`src/rtl/stream_demux.sv`:
```
// stream_demux: one input stream routed to one of three output channels, or discarded,
// as selected by demux_ctrl when the beat is accepted. Each channel has a single
// holding register; a stalled channel only backpressures beats addressed to it.
//
// Ports:
//   clk, rst                     clock, synchronous active-high reset
//   in_valid/in_ready/in_data    upstream handshake and payload
//   demux_ctrl                   0,1,2 = destination channel, 3 = discard
//   out_valid_k/out_ready_k/out_data_k (k=0..2)  downstream channel handshakes
//   drop_cnt                     saturating count of discarded beats
module stream_demux #(
   parameter int unsigned DATA_W = 32,
   parameter int unsigned CNT_W  = 8
) (
   input  logic              clk,
   input  logic              rst,
   input  logic              in_valid,
   output logic              in_ready,
   input  logic [DATA_W-1:0] in_data,
   input  logic [1:0]        demux_ctrl,
   output logic              out_valid_0,
   output logic              out_valid_1,
   output logic              out_valid_2,
   input  logic              out_ready_0,
   input  logic              out_ready_1,
   input  logic              out_ready_2,
   output logic [DATA_W-1:0] out_data_0,
   output logic [DATA_W-1:0] out_data_1,
   output logic [DATA_W-1:0] out_data_2,
   output logic [CNT_W-1:0]  drop_cnt
);

   logic [2:0]        valid_q;
   logic [2:0]        valid_d;
   logic [DATA_W-1:0] data_q [3];
   logic [DATA_W-1:0] data_d [3];
   logic [CNT_W-1:0]  drop_q;
   logic [CNT_W-1:0]  drop_d;
   logic [2:0]        ready_vec;
   logic [2:0]        load;
   logic              sel_busy;
   logic              accept;

   assign ready_vec = {out_ready_2, out_ready_1, out_ready_0};

   // Selected channel is blocked only when it is full and its consumer is stalled;
   // discard is never blocked.
   always_comb begin
      sel_busy = 1'b0;
      case (demux_ctrl)
         2'd0:    sel_busy = valid_q[0] & ~ready_vec[0];
         2'd1:    sel_busy = valid_q[1] & ~ready_vec[1];
         2'd2:    sel_busy = valid_q[2] & ~ready_vec[2];
         default: sel_busy = 1'b0;
      endcase
      in_ready = ~rst & ~sel_busy;
   end

   assign accept = in_valid & in_ready;

   // Load takes priority over drain so a simultaneous drain+load keeps the channel full.
   always_comb begin
      for (int k = 0; k < 3; k++) begin
         load[k]    = accept & (demux_ctrl == 2'(k));
         valid_d[k] = load[k] | (valid_q[k] & ~ready_vec[k]);
         data_d[k]  = load[k] ? in_data : data_q[k];
      end
   end

   always_comb begin
      drop_d = drop_q;
      if (accept && (demux_ctrl == 2'd3) && (drop_q != {CNT_W{1'b1}})) begin
         drop_d = drop_q + 1'b1;
      end
   end

   always_ff @(posedge clk) begin
      if (rst) begin
         valid_q <= '0;
         for (int k = 0; k < 3; k++) begin
            data_q[k] <= '0;
         end
         drop_q <= '0;
      end else begin
         valid_q <= valid_d;
         for (int k = 0; k < 3; k++) begin
            data_q[k] <= data_d[k];
         end
         drop_q <= drop_d;
      end
   end

   assign out_valid_0 = valid_q[0];
   assign out_valid_1 = valid_q[1];
   assign out_valid_2 = valid_q[2];
   assign out_data_0  = data_q[0];
   assign out_data_1  = data_q[1];
   assign out_data_2  = data_q[2];
   assign drop_cnt    = drop_q;

endmodule
```
`config.mk`:
```
export PLATFORM = sky130hd
export DESIGN_NAME = stream_demux
export DESIGN_NICKNAME = d
export VERILOG_FILES = /design/src/rtl/stream_demux.sv
export SDC_FILE = /design/constraint.sdc
export NUM_CORES = 1
export LEC_CHECK = 0
export BUFFER_PORTS_ARGS = -buffer_cell sky130_fd_sc_hd__buf_2
export CAP_MARGIN = 20
export CORE_MARGIN = 10
export CORE_UTILIZATION = 39
export CTS_CLUSTER_DIAMETER = 200
export DETAILED_ROUTE_END_ITERATION = 16
export GPL_TIMING_DRIVEN = 0
export PLACE_DENSITY_LB_ADDON = 0.2
export SETUP_SLACK_MARGIN = 0.4
export SYNTH_ARGS = -nofsm -noshare
export SYNTH_HDL_FRONTEND = slang
export SYNTH_SLANG_ARGS = --single-unit
```
`constraint.sdc`:
```
create_clock -name clk -period 1.5 [get_ports clk]
set_input_delay 0.3 -clock clk [delete_from_list [all_inputs] [get_ports clk]]
set_output_delay 0.3 -clock clk [all_outputs]
set_load 0.02 [all_outputs]
```
# == Yosys cells after proc, flatten, opt, wreduce, memory -nomap -nowiden ==
# Memories as Yosys holds them, arrays and structs flattened.
# Index checks and enable logic that the tools add are counted.
# word_totals
in_bits,40
n_memories,1
word_cells,40
register_bits,11
ram_bits,96
# memory_table
memory,depth,word_bits,rd,rd_clocked_by_memory_dff,write_ports,line,text
data_q,3,32,3,0,3,35,logic [DATA_W-1:0] data_q [3];
# classes
n_eq_ne,4
add_sub_neg,1
reduce_logical,3
muxes,10
bitwise,19
# ops
op,count
32-bit two-way mux,6
"8-bit by 1-bit adder with 8-bit output, second input constant",1
1-bit bitwise AND,8
"8-bit inequality test, second input constant",1
1-bit OR,6
1-bit NOT,5
"2-bit == test, second input constant",2
1-bit two-way mux,3
1-bit case mux with 3 select lines,1
"2-bit by 1-bit == test with 1-bit output, second input constant",1
1-bit logical AND,2
2-bit zero test,1

# == Logic depth before layout (Yosys ltp) ==
# logic_depth
depth_word,9
mapped_depth,6
depth_no_buf,5

# == Least setup slack after synthesis ==
# Ideal clock, no wire load.
# synth_path
path_kind,input port to output port
from,input demux_ctrl[1]
to,output in_ready
n_path_buf,1
t_arrival_ns,1.276
path_stages,4
setup_slack_ns,-0.076
path_cell_list,buf_2 mux2i_1 nor2_1 a211oi_1
# synth_between
elab_chain_len,4
elab_cells_between_ends,6
# synth_rtl
element,line,text
start: declaration,20,"input logic [1:0] demux_ctrl,"
2-bit == test (tied with other cells),50,case (demux_ctrl)
1-bit case mux with 3 select lines (*),50,
1-bit NOT (*),56,in_ready = ~rst & ~sel_busy;
1-bit bitwise AND (*),56,
end: declaration,18,"output logic in_ready,"
# Mark *: on every way between the ends. The rest lies on a longest branch, timed or not.

# == Final worst setup path ==
# layout_path
from,register valid_q[2]
to,output in_ready
# layout_between
elab_chain_len,4
# layout_rtl
element,line,text
start: declaration,33,logic [2:0] valid_q;
start signal: assignment,85,valid_q <= valid_d;
1-bit bitwise AND,53,2'd2: sel_busy = valid_q[2] & ~ready_vec[2];
1-bit case mux with 3 select lines,50,
1-bit NOT,56,
1-bit bitwise AND,56,
# No other way between the ends.

==> run_results.csv <==
group,metric,value,unit
status,status,"finished, violations left",
status,violations,"setup timing",
setup_path,worstPathCellList,"nor2b_4, mux2i_1, nor2_1, a211oi_2, buf_4",
worst_hold_path,holdPathEnd,"data_q[0][36]$_SDFFE_PP0P_",
logic_synthesis,syn_area_per_cell,8.023,sq um
setup_path,r2r_cells,5,
drt,wirelength,15390,microns
floorplan,die_area,14320,sq um
final_layout,area_growth_syn_to_layout,86.70,%
sta,setup-tns-final,-5.827,ns
logic_synthesis,ys_seq_area_share,55.28,%
pwr,cell_internal_pwr,3.905,mW
drt,drt_iter0_drc,242,
sta,setup_viol,64,
clock_network,cts.sinks,107,
floorplan,initial_core_util,39.83,%
global_routing,antenna_found_initial,1,
logic_synthesis,syn_area,3875,sq um
global_routing,grt_pass1_vias,4226,
place,routabilityCongestion,0.7753,
floorplan,core,9729,sq um
floorplan,num_rows,36,
setup_path,critPathLaunchType,"flip-flop",
sta,relSlewSlack,46.58,%
pwr,seq_power_share,55.7,%
pwr,cellPowerDensity,728.2,nW/um^2
sta,rsz0062_at_grt,"yes",
clock_network,clk_latency,0.37,ns
drt,vias,4229,
logic_synthesis,async_flop_share,0,%
logic_synthesis,synth_warnings,0,
sta,fin_crit_sh,111.5,%
setup_path,crit_start,"valid_q[2]$_SDFF_PP0_",
pwr,p_leak,2.953,nW
clock_network,cts_htree_levels,3,
logic_synthesis,synth_edf_count,0,
setup_path,critPathMaxFanout,4,
setup_path,reg2reg_to,"data_q[0][1]$_SDFFE_PP0P_",
logic_synthesis,synthFlopType,"dfxtp_1",
setup_path,cpPeakStageDelay,0.35,ns
drt,route.detailed.drc,0,
sta,min_period,1.673,ns
sta,fin_ws,-0.1725,ns
setup_path,arrival,1.37,ns
sta,max_freq,0.5979,GHz
pwr,switching_share,25.87,%
clock_network,cts_buffers,9,
floorplan,die_w,119.7,microns
clock_network,root_buffer,"clkbuf_8",
final_layout,final_common_cell,"nand2_1",
logic_synthesis,synth_fp_nets,524,
setup_path,r2r-start,"valid_q[0]$_SDFF_PP0_",
worst_hold_path,whs_path_depth,3,
setup_path,criticalPathCategory,"reg -> out",
drt,drt_pass1_iterations,4,
floorplan,io_pins,148,
logic_synthesis,ys_ff_latch,107,
place,place_hpwl,9433,microns
place,port_buffers,145,
place,place_area,4941,sq um
setup_path,cp.required,1.20,ns
sta,hold_viol,0,
drt,wl_per_cell,18.11,microns
drt,viasPerCell,4.975,
clock_network,tritoncts,"built",
pwr,p_clk_share,30.8,%
setup_path,critPathSlowestCell,"dfxtp_4",
pwr,power_frac_comb,13.5,%
final_layout,design_area,7234,sq um
global_routing,grt_overflow_total,0,
setup_path,r2r_slack,-0.14,ns
global_routing,track_usage,19.39,%
final_layout,nNetsFinal,753,
sta,worst_pin_slew,0.8013,ns
final_layout,antenna_cells,0,
clock_network,path_clk_slew,0.10,ns
global_routing,grt_max_degree,17,
clock_network,ctsHoldBuffers,0,
logic_synthesis,synth_cell_types,32,
pwr,switching_power,1.363,mW
drt,ant_nets,0,
final_layout,drive_gt1_share,66.81,%
logic_synthesis,syn_inst,483,
flow_run,max-cap-violations,0,
worst_hold_path,hp-start,"in_data[4]",
setup_path,end_kind,"output pin",
worst_hold_path,hp-class,"in -> reg",
sta,final-max-slew-violation-count,0,
clock_network,cts_buffer_depth,2,
global_routing,grt_pass1_wl,22410,microns
pwr,peakVddDrop,0.0004105,V
final_layout,final_cell_mix,"133 x nand2_1, 127 x buf_6, 94 x dfxtp_2",
floorplan,die_h,119.7,microns
sta,worst_clock_skew,0.009567,ns
-- state kept, by name, indices dropped and copies added, names as in the netlist --
register  flops
valid_q       3
drop_cnt      8
data_q       96
-- power by group through the flow --
stage               clock network (mW)  registers [mW]  logic, mW
finish                            1.62            2.93      0.712
global route                      1.79            2.94      0.756
CTS                               1.65            2.93      0.651
detailed placement                   0            2.99      0.469
global placement                     0            2.98      0.460
floorplan                            0            3.05      0.190
-- how the worst max path moves through the flow --
stage,end,cells past startpoint,slack (ns)
2_1_floorplan,data_q[0][17]$_SDFFE_PP0P_,6,0.01
3_3_place_gp,data_q[0][84]$_SDFFE_PP0P_,6,-0.30
3_5_place_dp,data_q[0][73]$_SDFFE_PP0P_,6,-0.33
4_1_cts,in_ready,5,-0.19
5_1_grt,in_ready,5,-0.27
6_report,in_ready,5,-0.17
-- metrics by stage --
stage / utilization [%] / cells / total power [mW] / hold slack [ns] / setup slack, ns
floorplan: - / 483 / 3.244 / 0.4360 / 0.01365
global placement: 50.78 / 761 / 3.443 / 0.4351 / -0.2983
detailed placement: 50.78 / 761 / 3.454 / 0.4415 / -0.3329
CTS: 68.96 / 824 / 5.230 / 0.1565 / -0.1943
global route: 74.36 / 850 / 5.489 / 0.1546 / -0.2741
finish: 74.36 / 850 / 5.268 / 0.1734 / -0.1725
-- cells by family after synthesis --
family / share of synthesized area [%]
buf+inv: 4.326
compound gates: 14.98
xor+xnor: 0.2261
fa+ha+maj: 0.3228
mux: 0.5166
simple gates: 24.35
flops: 55.28
-- synth_stat cells (2+ instances only) --
cell type	count	share of area (%)
nor2b_1	2	0.32
nand3_1	3	0.39
dfxtp_1	107	55
or3_1	2	0.32
buf_2	17	2.2
clkbuf_1	18	1.7
o31ai_1	2	0.39
or4_1	3	0.58
mux2i_1	2	0.52
a21oi_1	102	13
nand2_1	194	19
nor2_1	10	0.97
o21ai_0	2	0.26
-- critical path, delay by kind of cell (launching register included) --
family	cells	cell delay, ns
AOI/OAI and AO/OA	1	0.15
buffers and inverters	1	0.18
DFF	1	0.35
and+or+nand+nor	2	0.19
muxes	1	0.13
-- per-layer routing --
layer | track usage, % | share of wire, % | vias to the layer above
li1 | - | - | 2045
met1 | 20.86 | 39 | 2033
met2 | 34.49 | 52 | 125
met3 | 6.657 | 6.6 | 26
met4 | 7.014 | 2.2 | 0
met5 | 0 | 0 | -
-- area by class of cell --
| class | instances | area, sq um |
|---|---|---|
| repair buffers | 217 | 2161 |
| clock inverters | 3 | 15.01 |
| plain buffers | 36 | 362.8 |
| flip-flops and latches | 107 | 2293 |
| clock buffers | 13 | 158.9 |
| multi-input cells | 340 | 2073 |
| fillers | 659 | 2495 |
| inverters | 1 | 3.754 |
| well taps | 133 | 166.4 |
-- timing repair --
action	CTS	global route
cloned	8	1
setup buffers	39	25
setup endpoints to repair	215	215
pin swaps	61	19
resized for setup	386	106
No activity file was read; power rests on OpenSTA's default activity.
